$ cat src/rtl/cordic_polar_collector_pkg.sv
// Shared CORDIC constants and result types used by the polar collector and its FIFO.
package cordic_pkg;

  localparam int CORDIC_LAT = 9;
  localparam int ANGLE_W    = 16;

  localparam logic [ANGLE_W-1:0] ANGLE_180 = 16'h8000;
  localparam logic [ANGLE_W-1:0] ANGLE_90  = 16'h4000;

  typedef struct packed {
    logic [15:0] norm;
    logic [15:0] angle;
  } polar_t;

  // Occupancy counters need one bit beyond the address width to tell full from empty.
  function automatic int level_w(input int depth);
    return $clog2(depth) + 1;
  endfunction

endpackage

$ cat src/rtl/cordic_polar_collector_if.sv
// CORDIC result input, output stream and status/control signals of the polar collector.
interface cordic_polar_collector_if #(
  parameter int W     = 16,
  parameter int DEPTH = 8
);
  import cordic_pkg::*;

  localparam int LW = level_w(DEPTH);

  logic          in_valid;
  logic [W-1:0]  norm;
  logic [W-1:0]  inclination;
  logic          out_valid;
  logic          out_ready;
  logic [W-1:0]  out_norm;
  logic [W-1:0]  out_angle;
  logic [LW-1:0] fifo_level;
  logic          overflow;
  logic          ovf_clr;
  logic [W-1:0]  peak_norm;
  logic          peak_clr;

  modport slave (
    input  in_valid, norm, inclination, out_ready, ovf_clr, peak_clr,
    output out_valid, out_norm, out_angle, fifo_level, overflow, peak_norm
  );

  modport master (
    output in_valid, norm, inclination, out_ready, ovf_clr, peak_clr,
    input  out_valid, out_norm, out_angle, fifo_level, overflow, peak_norm
  );

endinterface

$ cat src/rtl/cordic_polar_collector_fifo.sv
// First-word fall-through synchronous FIFO; head entry is read combinationally from storage.
module sync_fifo_fwft #(
  parameter int WIDTH = 32,
  parameter int DEPTH = 8
) (
  input  logic                       clk,
  input  logic                       rst_n,
  input  logic                       i_push,
  input  logic [WIDTH-1:0]           i_data,
  input  logic                       i_pop,
  output logic [WIDTH-1:0]           o_data,
  output logic                       o_full,
  output logic                       o_empty,
  output logic [$clog2(DEPTH):0]     o_level
);

  localparam int AW = $clog2(DEPTH);

  logic [WIDTH-1:0] r_mem [DEPTH];
  logic [AW:0]      r_wr_cnt;
  logic [AW:0]      r_rd_cnt;
  logic [AW:0]      w_level;
  logic             w_full;
  logic             w_empty;
  logic             w_rd;
  logic             w_wr;

  assign w_level = r_wr_cnt - r_rd_cnt;
  assign w_empty = (w_level == '0);
  assign w_full  = (w_level == (AW+1)'(DEPTH));
  assign w_rd    = i_pop & ~w_empty;
  // A write into a full FIFO is safe when the head is popped on the same edge.
  assign w_wr    = i_push & (~w_full | w_rd);

  always_ff @(posedge clk or negedge rst_n) begin
    if (!rst_n) begin
      r_wr_cnt <= '0;
      r_rd_cnt <= '0;
    end else begin
      if (w_wr) r_wr_cnt <= r_wr_cnt + 1'b1;
      if (w_rd) r_rd_cnt <= r_rd_cnt + 1'b1;
    end
  end

  always_ff @(posedge clk) begin
    if (w_wr) r_mem[r_wr_cnt[AW-1:0]] <= i_data;
  end

  assign o_data  = w_empty ? '0 : r_mem[r_rd_cnt[AW-1:0]];
  assign o_full  = w_full;
  assign o_empty = w_empty;
  assign o_level = w_level;

endmodule

$ cat src/rtl/cordic_polar_collector.sv
// Aligns the sample strobe to CORDIC latency, buffers {norm, angle} results and tracks
// overflow and peak norm.
module cordic_polar_collector
  import cordic_pkg::*;
#(
  parameter int CORDIC_LAT = cordic_pkg::CORDIC_LAT,
  parameter int DEPTH      = 8,
  parameter int W          = 16
) (
  input logic                      clk,
  input logic                      rst_n,
  cordic_polar_collector_if.slave  bus
);

  localparam int LW = level_w(DEPTH);

  logic [CORDIC_LAT-1:0] r_vld_sr;
  logic                  r_overflow;
  logic [W-1:0]          r_peak;
  logic                  w_cap;
  logic                  w_pop;
  logic                  w_full;
  logic                  w_empty;
  logic                  w_push_ok;
  logic                  w_drop;
  logic [2*W-1:0]        w_head;
  logic [LW-1:0]         w_level;

  always_ff @(posedge clk or negedge rst_n) begin
    if (!rst_n) r_vld_sr <= '0;
    else        r_vld_sr <= {r_vld_sr[CORDIC_LAT-2:0], bus.in_valid};
  end

  assign w_cap     = r_vld_sr[CORDIC_LAT-1];
  assign w_pop     = ~w_empty & bus.out_ready;
  assign w_push_ok = w_cap & (~w_full | w_pop);
  assign w_drop    = w_cap & w_full & ~w_pop;

  sync_fifo_fwft #(
    .WIDTH (2*W),
    .DEPTH (DEPTH)
  ) u_fifo (
    .clk     (clk),
    .rst_n   (rst_n),
    .i_push  (w_push_ok),
    .i_data  ({bus.norm, bus.inclination}),
    .i_pop   (w_pop),
    .o_data  (w_head),
    .o_full  (w_full),
    .o_empty (w_empty),
    .o_level (w_level)
  );

  // Set wins over clear so a drop is never hidden by a coincident clear.
  always_ff @(posedge clk or negedge rst_n) begin
    if (!rst_n)        r_overflow <= 1'b0;
    else if (w_drop)   r_overflow <= 1'b1;
    else if (bus.ovf_clr) r_overflow <= 1'b0;
  end

  always_ff @(posedge clk or negedge rst_n) begin
    if (!rst_n) begin
      r_peak <= '0;
    end else if (w_push_ok) begin
      if (bus.peak_clr || (bus.norm > r_peak)) r_peak <= bus.norm;
    end else if (bus.peak_clr) begin
      r_peak <= '0;
    end
  end

  assign bus.out_valid  = ~w_empty;
  assign bus.out_norm   = w_head[2*W-1:W];
  assign bus.out_angle  = w_head[W-1:0];
  assign bus.fifo_level = w_level;
  assign bus.overflow   = r_overflow;
  assign bus.peak_norm  = r_peak;

endmodule

$ cat src/flat_wrapper.sv
// flat-port wrapper written by rule: the top's interface ports become plain ports
module cordic_polar_collector_flat import cordic_pkg::*;
#(
  parameter int CORDIC_LAT = cordic_pkg::CORDIC_LAT,
  parameter int DEPTH      = 8,
  parameter int W          = 16
)
  (clk, rst_n, bus_in_valid, bus_norm, bus_inclination, bus_out_ready, bus_ovf_clr, bus_peak_clr, bus_out_valid, bus_out_norm, bus_out_angle, bus_fifo_level, bus_overflow, bus_peak_norm);
  cordic_polar_collector_if #(.W(W), .DEPTH(DEPTH)) bus_i ();
  input logic clk;
  input logic rst_n;
  input wire logic [$bits(bus_i.in_valid)-1:0] bus_in_valid;
  input wire logic [$bits(bus_i.norm)-1:0] bus_norm;
  input wire logic [$bits(bus_i.inclination)-1:0] bus_inclination;
  input wire logic [$bits(bus_i.out_ready)-1:0] bus_out_ready;
  input wire logic [$bits(bus_i.ovf_clr)-1:0] bus_ovf_clr;
  input wire logic [$bits(bus_i.peak_clr)-1:0] bus_peak_clr;
  output wire logic [$bits(bus_i.out_valid)-1:0] bus_out_valid;
  output wire logic [$bits(bus_i.out_norm)-1:0] bus_out_norm;
  output wire logic [$bits(bus_i.out_angle)-1:0] bus_out_angle;
  output wire logic [$bits(bus_i.fifo_level)-1:0] bus_fifo_level;
  output wire logic [$bits(bus_i.overflow)-1:0] bus_overflow;
  output wire logic [$bits(bus_i.peak_norm)-1:0] bus_peak_norm;
  assign bus_i.in_valid = bus_in_valid;
  assign bus_i.norm = bus_norm;
  assign bus_i.inclination = bus_inclination;
  assign bus_i.out_ready = bus_out_ready;
  assign bus_i.ovf_clr = bus_ovf_clr;
  assign bus_i.peak_clr = bus_peak_clr;
  assign bus_out_valid = bus_i.out_valid;
  assign bus_out_norm = bus_i.out_norm;
  assign bus_out_angle = bus_i.out_angle;
  assign bus_fifo_level = bus_i.fifo_level;
  assign bus_overflow = bus_i.overflow;
  assign bus_peak_norm = bus_i.peak_norm;
  cordic_polar_collector #(.CORDIC_LAT(CORDIC_LAT), .DEPTH(DEPTH), .W(W)) u_core (.clk(clk), .rst_n(rst_n), .bus(bus_i));
endmodule
$ cat config.mk
export PLATFORM = sky130hd
export DESIGN_NAME = cordic_polar_collector_flat
export DESIGN_NICKNAME = d
export VERILOG_FILES = /design/src/rtl/cordic_polar_collector_pkg.sv /design/src/rtl/cordic_polar_collector_if.sv /design/src/rtl/cordic_polar_collector_fifo.sv /design/src/rtl/cordic_polar_collector.sv /design/src/flat_wrapper.sv
export SDC_FILE = /design/constraint.sdc
export NUM_CORES = 1
export LEC_CHECK = 0
export ABC_AREA = 1
export BUFFER_PORTS_ARGS = -buffer_cell sky130_fd_sc_hd__buf_2
export CAP_MARGIN = 20
export CELL_PAD_IN_SITES_DETAIL_PLACEMENT = 2
export CELL_PAD_IN_SITES_GLOBAL_PLACEMENT = 2
export CORE_MARGIN = 1
export CORE_UTILIZATION = 44
export DETAILED_ROUTE_END_ITERATION = 12
export GPL_ROUTABILITY_DRIVEN = 0
export PLACE_DENSITY_LB_ADDON = 0.1
export SETUP_SLACK_MARGIN = 0.5
export SYNTH_ARGS = -nofsm -noshare
export SYNTH_HDL_FRONTEND = slang
export SYNTH_SLANG_ARGS = --single-unit
$ cat constraint.sdc
create_clock -name clk -period 9.2 [get_ports clk]
set_input_delay 0.92 -clock clk [delete_from_list [all_inputs] [get_ports clk]]
set_output_delay 0.92 -clock clk [all_outputs]
set_load 0.02 [all_outputs]
Word-level counts from Yosys, hierarchy flattened
Memory sizes are Yosys's and may differ from the RTL's.
Index checks and enable logic that the tools add are counted.
{ "op_classes": {"n_addsub": 3, "order_cmp": 1, "n_eq_ne": 2, "muxes": 8, "n_bitwise": 11, "n_reduce_logical": 5} }
{ "ops": {"columns": ["op", "n"], "rows": [
  ["$mux W16", 3],
  ["$mux W32", 1],
  ["$gt A16 B16 Y1", 1],
  ["$add A4 B1 Y4 const B", 2],
  ["$and A1 B1 Y1", 6],
  ["$eq A4 B4 Y1 const B", 1],
  ["$logic_not A4 Y1", 1],
  ["$mux W1", 4],
  ["$reduce_bool A2 Y1", 2],
  ["$sub A4 B4 Y4", 1],
  ["$not A1 Y1", 3],
  ["$ne A2 B1 Y1 const B", 1],
  ["$or A1 B1 Y1", 2],
  ["$reduce_and A2 Y1", 1],
  ["$logic_or A1 B1 Y1", 1]
]} }
{ "word_totals": {"ff_bits": 34, "ramBits": 256, "in_bits": 38, "out_inout_bits": 54, "wordCells": 36, "memories": 1} }
{ "memory_table": {"columns": ["memory", "depth", "width", "rd", "rd_ports_with_merged_regs", "wr", "line", "rtl"], "rows": [
  ["u_core.u_fifo.r_mem", 8, 32, 1, 0, 1, "cordic_polar_collector_fifo.sv:19", "logic [WIDTH-1:0] r_mem [DEPTH];"]
]} }

Longest topological paths before layout
{ "logic_depth": {"ltp_word": 9, "depth_mapped": 17, "depth_no_buf": 15} }

Hierarchy
Synthesis repeated with hierarchy kept, for this count alone.
{ "hier_totals": {"cells_unflattened": 1075, "hier_area_um2": 12608.3} }
{ "modules_own_cells": {"columns": ["mod", "n_inst", "cells_per_inst", "area_each_um2", "seq_area_each_um2"], "rows": [
  ["sync_fifo_fwft", 1, 880, 11008.1, 7887.6],
  ["cordic_polar_collector", 1, 195, 1600.3, 650.6]
]} }

Least setup slack after synthesis
No wires, ideal clock.
{ "synth_timing": {"path_kind": "register -> register", "from": "register u_core.u_fifo.r_rd_cnt[1]", "to": "memory u_core.u_fifo.r_mem[6][0], enable pin", "setup_ns": 0.501, "arrival_time_ns": 5.140, "t_required_ns": 8.699, "path_slack_ns": 3.558, "stages_incl_launch_ff": 13, "path_buffers": 4, "synth_period_minus_slack_ns": 5.642, "path_cell_list": "dfrtp_1 buf_2 inv_2 buf_2 buf_2 fa_1 nor2_1 nand3_1 nor2_2 nand3_2 nand2_4 buf_2 nor4_1"} }
{ "synth_between": {"elab_chain_cells": 9, "word_cells_on_any_way": 13, "cone_classes": "add/sub (1); eq/ne (1); mux (2); bitwise (8); reduce/logical (1)"} }
{ "synth_rtl": {"columns": ["element", "line", "rtl"], "rows": [
  ["start, declared", "cordic_polar_collector_fifo.sv:21", "logic [AW:0] r_rd_cnt;"],
  ["start signal, assigned", "cordic_polar_collector_fifo.sv:41", "if (w_rd) r_rd_cnt <= r_rd_cnt + 1'b1;"],
  ["$sub A4 B4 Y4 (*)", "cordic_polar_collector_fifo.sv:28", "assign w_level = r_wr_cnt - r_rd_cnt;"],
  ["via bus_fifo_level[1]", "flat_wrapper.sv:21", "output wire logic [$bits(bus_i.fifo_level)-1:0] bus_fifo_level;"],
  ["$logic_not A4 Y1", "cordic_polar_collector_fifo.sv:29", "assign w_empty = (w_level == '0);"],
  ["$not A1 Y1", "cordic_polar_collector_fifo.sv:31, cordic_polar_collector.sv:35", null],
  ["$and A1 B1 Y1", "cordic_polar_collector.sv:35", "assign w_pop = ~w_empty & bus.out_ready;"],
  ["$or A1 B1 Y1 or $and A1 B1 Y1 (tied branches)", "cordic_polar_collector.sv:36, cordic_polar_collector_fifo.sv:31", null],
  ["$and A1 B1 Y1 or $or A1 B1 Y1 (tied branches)", "cordic_polar_collector.sv:36, cordic_polar_collector_fifo.sv:33", null],
  ["$and A1 B1 Y1 (*)", "cordic_polar_collector_fifo.sv:33", "assign w_wr = i_push & (~w_full | w_rd);"],
  ["$mux W1 (*)", "cordic_polar_collector_fifo.sv:46", "if (w_wr) r_mem[r_wr_cnt[AW-1:0]] <= i_data;"],
  ["$mux W1 (not written as such) (*)", "cordic_polar_collector_fifo.sv:46", null],
  ["end, declared", "cordic_polar_collector_fifo.sv:19", null]
]} }
The timed path passes the listed nets; every way through them passes the cells marked *.

Worst setup path in the final report
{ "layout_timing": {"from": "register u_core.u_fifo.r_rd_cnt[0]", "to": "output bus_out_norm[11]"} }
{ "layout_between": {"elab_chain_cells": 3, "word_cells_on_any_way": 4, "cone_classes": "add/sub (1); mux (1); reduce/logical (1); memory (1)"} }
{ "layout_rtl": {"columns": ["element", "line", "rtl"], "rows": [
  ["$sub A4 B4 Y4", "cordic_polar_collector_fifo.sv:28", null],
  ["$logic_not A4 Y1", "cordic_polar_collector_fifo.sv:29", null],
  ["$mux W32 (*)", "cordic_polar_collector_fifo.sv:49", "assign o_data = w_empty ? '0 : r_mem[r_rd_cnt[AW-1:0]];"],
  ["end, declared", "flat_wrapper.sv:19", "output wire logic [$bits(bus_i.out_norm)-1:0] bus_out_norm;"]
]} }
Mark *: on every way between the ends. The rest lies on a longest branch, timed or not.

==> results.toml <==
[run_status]
status = "complete, no violations"

[critical_path]
crit_type = "reg -> out"
arrival_ps = 3960
critPathMaxFanout = 73
critical-path-max-stage-delay_ps = 760
cp-start-kind = "flip-flop"
endpoint_kind = "primary output"
slowest_stage = "dfrtp_4"
worst-path-buf-inv = 3
path_cells = "inv_4 > buf_4 > nand2_1 > a32o_1 > nand2_1 > o21ai_0 > nor2_1 > buf_2"
critPathTopFamily = "buffers and inverters"
critPathMostFrequentCell = "nand2_1"
ff2ff_path_depth = 10
crit_cells = 8
worstPathRequired_ps = 8280

[routing]
route.met3.wl_um = 1320
drt_iter0_drc = 482
avgViaCountPerCell = 5.75
maxUsedRoutingLayer = "met4"
drc = 0
wirelength_met1_um = 15400
vias = 8249
dr_wl_met2_um = 19700
dr.pass1.iters = 5
drt-total-wl_um = 37300
ant_nets = 0
wl_per_cell_um = 26.0

[synth]
yosysTopAreaCell = "edfxtp_1"
synth_top_cell_area_share = 0.638
yosys_warnings = 0
syn_area_per_cell_um2 = 12.2
ys_seq_elements = 290
ys_seq_area_frac = 0.708
synth_cell_type_count = 33
syn_inst = 987
syn_nets = 1047
yosys-top-cells-area = "edfxtp_1 (64%), nand2_1 (7.9%), dfrtp_1 (7.1%)"
synthesis.area_mm2 = 0.0121

[worst_hold_path]
hold_path_depth = 0
hold_path_class = "reg -> reg"

[clock_tree]
cts_tree = "yes"
cts_buffers = 31
cts-root-buf = "clkbuf_16"
cts.sinks = 290
cts_buffer_depth = 3
clkLatencyLatePin_ps = 560
hold_buffers = 0
cts_resized = 0
cts_setup_buffers = 0
h-tree-depth = 1
cts.clk_slew.worst_paths_ps = 60

[grt]
grt_pass1_wl_um = 57100
grt_max_degree = 74
overflow = 0
grt_pass1_vias = 9237
antenna_found_initial = 2
track_usage = 0.273

[sta]
hold_violations = 0
setup_ws_ps = 4320
clock.fmax_ghz = 0.205
setup_tns_ps = 0
setup_viol = 0
rsz0062_at_grt = "false"
hold_ws_ps = 346
min_period_over_period = 0.530
finClkSkew_ps = 13.1
worst_pin_slew_ps = 1050
max_slew_margin = 0.299
period_minus_slack_ps = 4880
drv_slew = 0

[layout]
area_delta_synth_final_pct = 14.1
final_common_cell = "edfxtp_1"
drive_gt1_frac = 0.155
final_cell_mix = "edfxtp_1 (256), nand2_1 (255), a21oi_1 (104), buf_2 (91), nor2_1 (55)"
num-fill-cells = 2688
ff_latch_area_mm2 = 0.00854
multiInputGateArea_mm2 = 0.00309
nets = 1129

[placed_design]
dp_hpwl_um = 21500
port_buffers = 91
place_ws_ps = 5010

[floorplanning]
design.core.area_mm2 = 0.0269
floorplan.rows = 60
die_w_um = 168
initial_core_util = 0.448
die_y_um = 168
dieArea_mm2 = 0.0281
pin_count = 92

[run]
maxCapViolations = 0

[power_and_ir_drop]
peakVddDrop_mv = 0.189
powerDensity_mw_per_mm2 = 361
static-leakage-power_nw = 5.20
## layout make-up
cell class,instances,share of cell area
repair buffers,107,0.0419
flip-flops and latches,290,0.621
multi-input cells,589,0.224
clock inverters,9,0.00337
well taps,341,0.0310
clock buffers,47,0.0637
diodes,1,0.000182
inverters,50,0.0140
## flip-flops by register name (all words and copies together) (netlist names)
register,cells
u_core.u_fifo.r_mem,256
u_core.bus.peak_norm,16
u_core.r_vld_sr,9
u_core.u_fifo.r_rd_cnt,4
u_core.u_fifo.r_wr_cnt,4
u_core.bus.overflow,1
## layer usage
layer	track usage	up-vias
met3	0.0329	58
met5	0	-
met4	0.0794	0
met1	0.338	4302
li1	-	3683
met2	0.500	206
## final timing paths
check | start | end | slack, ps
min reg2reg | u_core.r_vld_sr[3]$_DFF_PN0_ | u_core.r_vld_sr[4]$_DFF_PN0_ | 350
min | u_core.r_vld_sr[3]$_DFF_PN0_ | u_core.r_vld_sr[4]$_DFF_PN0_ | 350
max | u_core.u_fifo.r_rd_cnt[0]$_DFFE_PN0P_ | bus_out_norm[11] | 4320
max in group asynchronous | rst_n | u_core.u_fifo.r_rd_cnt[0]$_DFFE_PN0P_ | 8130
max reg2reg | u_core.u_fifo.r_rd_cnt[0]$_DFFE_PN0P_ | u_core.u_fifo.r_mem[7][23]$_DFFE_PP_ | 5340
min in group asynchronous | rst_n | u_core.bus.peak_norm[1]$_DFFE_PN0P_ | 450
## metrics by stage
stage | cell area, µm² | cells | utilization | power (mW)
after CTS | 13700 | 1433 | 0.511 | 5.02
after floorplan | 12100 | 987 | - | 3.09
final | 13700 | 1434 | 0.512 | 4.96
after global routing | 13700 | 1433 | 0.511 | 5.22
after detailed placement | 12800 | 1377 | 0.477 | 3.80
after global placement | 12800 | 1377 | 0.477 | 3.66
## cells by family (layout without fill, tap and decap cells)
family / after synthesis / after routing / synth area share
compound gates: 206 / 206 / 0.106
xor+xnor: 6 / 6 / 0.00436
simple gates: 355 / 355 / 0.119
buf+inv: 108 / 213 / 0.0391
fa+ha+maj: 22 / 22 / 0.0235
other cells: 0 / 1 / 0
flops: 290 / 290 / 0.708
## power breakdown
group | internal (mW) | total, mW | switching, mW
Combinational | 0.575 | 2.00 | 1.43
Sequential | 1.66 | 1.80 | 0.137
Clock | 0.651 | 1.16 | 0.512
## Yosys cell counts
cell type  number
nor2b_1         1
nand3_2         1
edfxtp_1      256
inv_4           1
inv_2           1
buf_2          21
ha_1           21
inv_1          47
nand4_1         1
nor4_1          1
buf_6           4
a22oi_1        32
a32o_1         32
xnor2_1         1
o21ai_0        36
xor2_1          5
nand2_1       255
clkinv_1        1
nor2_2          2
a21oi_2         1
and2_4          1
nor2_1         56
dfrtp_1        34
or2_1           1
nand3_1        26
nor3_1          6
fa_1            1
a21oi_1       104
a21o_1          1
nand2_4         4
clkbuf_1       28
buf_4           2
buf_1           3
(Power assumes the default switching activity.)
